<file path="src/rtl/fetch_ctrl_if.sv">
// fetch_ctrl_if -- bundle of the fetch controller's control, branch, table-write
// and status signals. clk and reset stay plain ports on the module itself.
//
// Signals (directions seen from the slave, i.e. the fetch controller):
//   start       in   level-sampled request to begin a run at address 0
//   instr_done  in   current instruction is DONE
//   doBranch    in   branch taken for the current instruction
//   branch_rel  in   1 = relative branch, 0 = table branch
//   branch_off  in   signed 8-bit relative offset
//   lut_idx     in   table entry used by a table branch
//   lut_we      in   table write enable
//   lut_waddr   in   table write address
//   lut_wdata   in   table write data
//   prog_ctr    out  address of the instruction executing this cycle
//   running     out  high while in RUN
//   done        out  high while in HALT
//   cycle_cnt   out  RUN cycles in the current or last run
interface fetch_ctrl_if #(
    parameter int PC_W   = 10,
    parameter int LUT_AW = 5
);
    logic                    start;
    logic                    instr_done;
    logic                    doBranch;
    logic                    branch_rel;
    logic signed [7:0]       branch_off;
    logic [LUT_AW-1:0]       lut_idx;
    logic                    lut_we;
    logic [LUT_AW-1:0]       lut_waddr;
    logic [PC_W-1:0]         lut_wdata;
    logic [PC_W-1:0]         prog_ctr;
    logic                    running;
    logic                    done;
    logic [15:0]             cycle_cnt;

    modport master (
        output start, instr_done, doBranch, branch_rel, branch_off, lut_idx,
               lut_we, lut_waddr, lut_wdata,
        input  prog_ctr, running, done, cycle_cnt
    );

    modport slave (
        input  start, instr_done, doBranch, branch_rel, branch_off, lut_idx,
               lut_we, lut_waddr, lut_wdata,
        output prog_ctr, running, done, cycle_cnt
    );
endinterface

</file>
<file path="src/rtl/fetch_ctrl.sv">
// fetch_ctrl -- program counter sequencer with IDLE/RUN/HALT control, relative
// and table-driven branches, and an optional RUN-cycle counter.
//
// Ports:
//   clk    in   single clock, rising edge
//   reset  in   synchronous active-high reset (table contents are kept)
//   bus    fetch_ctrl_if.slave (see rtl/fetch_ctrl_if.sv for signal list)
//
// Build option: define FETCH_CYCLE_COUNT_EN to build the saturating 16-bit
// cycle_cnt counter; without it cycle_cnt is tied to 0.
module fetch_ctrl #(
    parameter int PC_W   = 10,
    parameter int LUT_AW = 5
) (
    input  logic          clk,
    input  logic          reset,
    fetch_ctrl_if.slave   bus
);
    typedef enum logic [1:0] {IDLE, RUN, HALT} state_t;

    state_t          state;
    logic [PC_W-1:0] pc;
    logic            running_r;
    logic            done_r;

    // Branch table; deliberately not reset so entries survive a reset.
    logic [PC_W-1:0] lut [2**LUT_AW];

    // Relative target: sign-extend the 8-bit offset to PC_W and add modulo 2^PC_W.
    function automatic logic [PC_W-1:0] rel_target(input logic [PC_W-1:0] pc_in,
                                                   input logic signed [7:0] off);
        logic signed [PC_W-1:0] ext;
        ext = PC_W'(off);
        return pc_in + ext;
    endfunction

    // Table write; a same-edge table-branch read sees the old entry because
    // both sides are updated non-blocking at the same edge.
    always_ff @(posedge clk) begin
        if (bus.lut_we)
            lut[bus.lut_waddr] <= bus.lut_wdata;
    end

    always_ff @(posedge clk) begin
        if (reset) begin
            state     <= IDLE;
            pc        <= '0;
            running_r <= 1'b0;
            done_r    <= 1'b0;
        end else begin
            case (state)
                IDLE, HALT: begin
                    if (bus.start) begin
                        state     <= RUN;
                        pc        <= '0;
                        running_r <= 1'b1;
                        done_r    <= 1'b0;
                    end
                end
                RUN: begin
                    // instr_done wins over any branch in the same cycle.
                    if (bus.instr_done) begin
                        state     <= HALT;
                        running_r <= 1'b0;
                        done_r    <= 1'b1;
                    end else if (bus.doBranch) begin
                        pc <= bus.branch_rel ? rel_target(pc, bus.branch_off)
                                             : lut[bus.lut_idx];
                    end else begin
                        pc <= pc + PC_W'(1);
                    end
                end
                default: begin
                    state     <= IDLE;
                    pc        <= '0;
                    running_r <= 1'b0;
                    done_r    <= 1'b0;
                end
            endcase
        end
    end

    assign bus.prog_ctr = pc;
    assign bus.running  = running_r;
    assign bus.done     = done_r;

`ifdef FETCH_CYCLE_COUNT_EN
    logic [15:0] cnt;

    function automatic logic [15:0] sat_inc(input logic [15:0] v);
        return (v == 16'hFFFF) ? v : v + 16'd1;
    endfunction

    always_ff @(posedge clk) begin
        if (reset)
            cnt <= '0;
        else if (state != RUN && bus.start)
            cnt <= '0;
        else if (state == RUN)
            cnt <= sat_inc(cnt);
    end

    assign bus.cycle_cnt = cnt;
`else
    assign bus.cycle_cnt = '0;
`endif
endmodule

</file>
<file path="src/flat_wrapper.sv">
// flat-port wrapper written by rule: the top's interface ports become plain ports
module fetch_ctrl_flat 
#(
    parameter int PC_W   = 10,
    parameter int LUT_AW = 5
)
  (clk, reset, bus_start, bus_instr_done, bus_doBranch, bus_branch_rel, bus_branch_off, bus_lut_idx, bus_lut_we, bus_lut_waddr, bus_lut_wdata, bus_prog_ctr, bus_running, bus_done, bus_cycle_cnt);
  fetch_ctrl_if #(.PC_W(PC_W), .LUT_AW(LUT_AW)) bus_i ();
  input  logic clk;
  input  logic reset;
  input wire logic [$bits(bus_i.start)-1:0] bus_start;
  input wire logic [$bits(bus_i.instr_done)-1:0] bus_instr_done;
  input wire logic [$bits(bus_i.doBranch)-1:0] bus_doBranch;
  input wire logic [$bits(bus_i.branch_rel)-1:0] bus_branch_rel;
  input wire logic [$bits(bus_i.branch_off)-1:0] bus_branch_off;
  input wire logic [$bits(bus_i.lut_idx)-1:0] bus_lut_idx;
  input wire logic [$bits(bus_i.lut_we)-1:0] bus_lut_we;
  input wire logic [$bits(bus_i.lut_waddr)-1:0] bus_lut_waddr;
  input wire logic [$bits(bus_i.lut_wdata)-1:0] bus_lut_wdata;
  output wire logic [$bits(bus_i.prog_ctr)-1:0] bus_prog_ctr;
  output wire logic [$bits(bus_i.running)-1:0] bus_running;
  output wire logic [$bits(bus_i.done)-1:0] bus_done;
  output wire logic [$bits(bus_i.cycle_cnt)-1:0] bus_cycle_cnt;
  assign bus_i.start = bus_start;
  assign bus_i.instr_done = bus_instr_done;
  assign bus_i.doBranch = bus_doBranch;
  assign bus_i.branch_rel = bus_branch_rel;
  assign bus_i.branch_off = bus_branch_off;
  assign bus_i.lut_idx = bus_lut_idx;
  assign bus_i.lut_we = bus_lut_we;
  assign bus_i.lut_waddr = bus_lut_waddr;
  assign bus_i.lut_wdata = bus_lut_wdata;
  assign bus_prog_ctr = bus_i.prog_ctr;
  assign bus_running = bus_i.running;
  assign bus_done = bus_i.done;
  assign bus_cycle_cnt = bus_i.cycle_cnt;
  fetch_ctrl #(.PC_W(PC_W), .LUT_AW(LUT_AW)) u_core (.clk(clk), .reset(reset), .bus(bus_i));
endmodule
</file>
<file path="config.mk">
export PLATFORM = sky130hd
export DESIGN_NAME = fetch_ctrl_flat
export DESIGN_NICKNAME = d
export VERILOG_FILES = /design/src/rtl/fetch_ctrl_if.sv /design/src/rtl/fetch_ctrl.sv /design/src/flat_wrapper.sv
export SDC_FILE = /design/constraint.sdc
export NUM_CORES = 1
export LEC_CHECK = 0
export CORE_MARGIN = 3
export CORE_UTILIZATION = 40
export CTS_CLUSTER_SIZE = 8
export DETAILED_ROUTE_END_ITERATION = 10
export PLACE_DENSITY = 0.63
export SLEW_MARGIN = 25
export SYNTH_ARGS = -nofsm -noshare
export SYNTH_HDL_FRONTEND = slang
export SYNTH_SLANG_ARGS = --single-unit
</file>
<file path="constraint.sdc">
create_clock -name clk -period 5.55 [get_ports clk]
set_input_delay 0.555 -clock clk [delete_from_list [all_inputs] [get_ports clk]]
set_output_delay 0.555 -clock clk [all_outputs]
set_load 0.01 [all_outputs]
</file>
==> impl_metrics.env <==
export IMPL_synthAdderAreaFrac_pct=1.07
export IMPL_worstSetupStartpointType="input port"
export IMPL_drc=0
export IMPL_grt_max_degree=49
export IMPL_path_delay_family="buffers and inverters"
export IMPL_critPathRequiredTime_ps=5950
export IMPL_drv_cap=0
export IMPL_drive_gt1_share_pct=26.0
export IMPL_p_per_area_nw_per_um2=359
export IMPL_avgRoutedWirePerCell_um=24.5
export IMPL_min_period_ps=2950
export IMPL_port_buffers=46
export IMPL_insertion_delay_ps=520
export IMPL_numCtsBuffers=47
export IMPL_grt_pass1_vias=7153
export IMPL_num_vias=6842
export IMPL_drt_iter0_markers=629
export IMPL_cts_sinks=333
export IMPL_synth_seq_cells=333
export IMPL_final_common_cell="edfxtp_1"
export IMPL_clockRootBuffer="clkbuf_16"
export IMPL_grtUsageMet1_pct=23.0
export IMPL_antenna_found_initial=0
export IMPL_crit_path_top_delay_cell="mux4_2"
export IMPL_max_freq_ghz=0.339
export IMPL_path_class="input port to flip-flop"
export IMPL_critPathArrivalTime_ps=3350
export IMPL_synth_top_cell_by_area="edfxtp_1"
export IMPL_synth_edf_count=320
export IMPL_crit_buf_inv=2
export IMPL_die_y_um=190
export IMPL_slew_headroom_pct=29.6
export IMPL_ir_worst_vdd_uv=242
export IMPL_synth_xor_area_share_pct=0.646
export IMPL_first_pass_iters=5
export IMPL_viasPerCell=5.63
export IMPL_area_delta_synth_final_pct=16.0
export IMPL_cts_buffer_depth=3
export IMPL_antenna_left=0
export IMPL_drt_wl_total_um=29700
export IMPL_die_area_um2=36100
export IMPL_synth_simple_gate_area_share_pct=3.56
export IMPL_dp_final_hpwl_um=18300
export IMPL_setup_viol=0
export IMPL_yosys_top_cells_area="edfxtp_1, mux4_2, dfxtp_1"
export IMPL_use_met3_pct=4.61
export IMPL_place_congestion=0.831
export IMPL_layout_common_cells="edfxtp_1, mux4_2, clkbuf_16"
export IMPL_rsz0062_at_grt="false"
export IMPL_yosys_warnings=0
export IMPL_outcome="finished, final reports clean"
export IMPL_synthArstFlopShare_pct=0
export IMPL_p_leak_nw=4.99
export IMPL_fp_dieW_um=190
export IMPL_syn_area_per_cell_um2=19.9
export IMPL_final_nets=800
export IMPL_worst_pin_slew_ps=1060
export IMPL_grt_use_total_pct=16.6
export IMPL_ys_types=48
export IMPL_slowest_delay_ps=760
export IMPL_syn_instance_count=682
export IMPL_hold_buffers=0
export IMPL_htreeDepth=2
export IMPL_post_cts_setup_buffer_count=0
export IMPL_cp_max_fo=14
export IMPL_ys_flop_type="edfxtp_1"
export IMPL_hold_viol_final=0
export IMPL_slew_viol_final=0
export IMPL_synth_yosys_seq_area_share_pct=72.8
export IMPL_start_util_pct=41.1
export IMPL_num_rows=66
export IMPL_grt_use_met2_pct=26.2
export IMPL_timing_critical_path_cells="clkdlybuf4s50_1 > clkinv_1 > mux4_2 > nand2_1 > o21ai_0 > o21ai_1 > o211ai_1"
export IMPL_path_clk_slew_ps=50
export IMPL_ioPinCount=63
export IMPL_period_share_pct=53.2
export IMPL_fin_worst_skew_ps=7.96
export IMPL_holdWs_ps=505
export IMPL_syn_area_um2=13600
export IMPL_synthMuxAreaShare_pct=16.5
export IMPL_cts_tree="yes"
export IMPL_cts_resized=0
export IMPL_grt_overflow=0
export IMPL_synth_top_family_by_area="multiplexers"
export IMPL_synth_compound_area_share_pct=3.11
export IMPL_worst_setup_path_end_kind="flip-flop"
export IMPL_yosys_area_top_type_share_pct=70.9
export IMPL_grt_pass1_wl_um=44600
export IMPL_core_area_um2=32900
export IMPL_grt_busiest_layer="met2"
export IMPL_hold_path_class="flip-flop to flip-flop"
export IMPL_setup_tns_ps=0
export IMPL_n_fill_cell=2668
## power by group
group	internal (mW)	total [mW]	switching, mW
Sequential	2.79	2.80	0.0110
Clock	1.58	2.54	0.956
Combinational	0.127	0.305	0.178
## sequential cells by signal, summed over array words and instances, names as in the netlist
name and flops:
u_core.bus.prog_ctr 10, u_core.bus.running 1, u_core.lut 320, u_core.state 2
## cell usage after synthesis, types with 3 or more instances
master      n
ha_1       10
inv_1       6
a21oi_1    12
xnor2_1     4
o31ai_1     3
o22ai_1     3
nand3b_1    5
nand2_1    17
o21ai_0    16
mux2i_1     8
nor3_1      5
buf_2      12
edfxtp_1  320
buf_4      21
a21o_1      4
xor2_1      6
clkbuf_1    6
or3b_2      3
mux2_2      4
nor2_1     54
o211ai_1    4
mux4_2     94
o221ai_1    5
nand3_1     5
a31oi_1     5
dfxtp_1    13
nand2b_1    5
a211o_1     3
## layer usage
| layer | routed length (µm) | vias to the layer above |
|---|---|---|
| li1 | - | 2927 |
| met1 | 12500 | 3581 |
| met2 | 14200 | 280 |
| met3 | 2440 | 54 |
| met4 | 644 | 0 |
| met5 | 0 | - |
## kinds of logic after synthesis
family          count (synthesis)
flops                         333
mux                           106
simple gates                  105
compound gates                 65
buf+inv                        51
fa+ha+maj                      11
xor+xnor                       10
other cells                     1
## worst register-to-register path: stages (launching register included)
cell and delay [ps]:
dfxtp_1 370, ha_1 250, fa_1 410, a21o_1 200, a21oi_1 280, nand2b_1 160
a31oi_1 100, xor2_1 200, a211o_1 310
## cell type report
| type | count | area, µm² | area share, % |
|---|---|---|---|
| multi-input cells | 313 | 3520 | 22.4 |
| flip-flops and latches | 333 | 9870 | 62.8 |
| clock inverters | 1 | 5.00 | 0.0318 |
| well taps | 442 | 553 | 3.52 |
| repair buffers | 52 | 450 | 2.87 |
| inverters | 7 | 26.3 | 0.167 |
| diodes | 1 | 2.50 | 0.0159 |
| clock buffers | 67 | 1290 | 8.23 |
## worst paths after layout
check                    startpoint                      to  slack (ps)  cells after the start
max                  bus_lut_idx[4]  u_core.bus.prog_ctr[2]        2600                      7
min              u_core.bus.running      u_core.bus.running         510                      2
max reg2reg  u_core.bus.prog_ctr[0]  u_core.bus.prog_ctr[8]        3150                      8
min reg2reg      u_core.bus.running      u_core.bus.running         510                      2
## through the flow
| step | total power [mW] | setup slack, ps | instance area (µm²) | util [%] | cells |
|---|---|---|---|---|---|
| 2_1_floorplan | 3.03 | 3070 | 13600 | - | 697 |
| 3_3_place_gp | 3.15 | 2070 | 14400 | 43.7 | 1147 |
| 3_5_place_dp | 3.16 | 2030 | 14400 | 43.7 | 1147 |
| 4_1_cts | 5.71 | 2580 | 15700 | 47.7 | 1215 |
| 5_1_grt | 5.83 | 2370 | 15700 | 47.7 | 1215 |
| 6_report | 5.64 | 2600 | 15700 | 47.7 | 1216 |
Note: power is estimated with default switching activity, not from simulation.
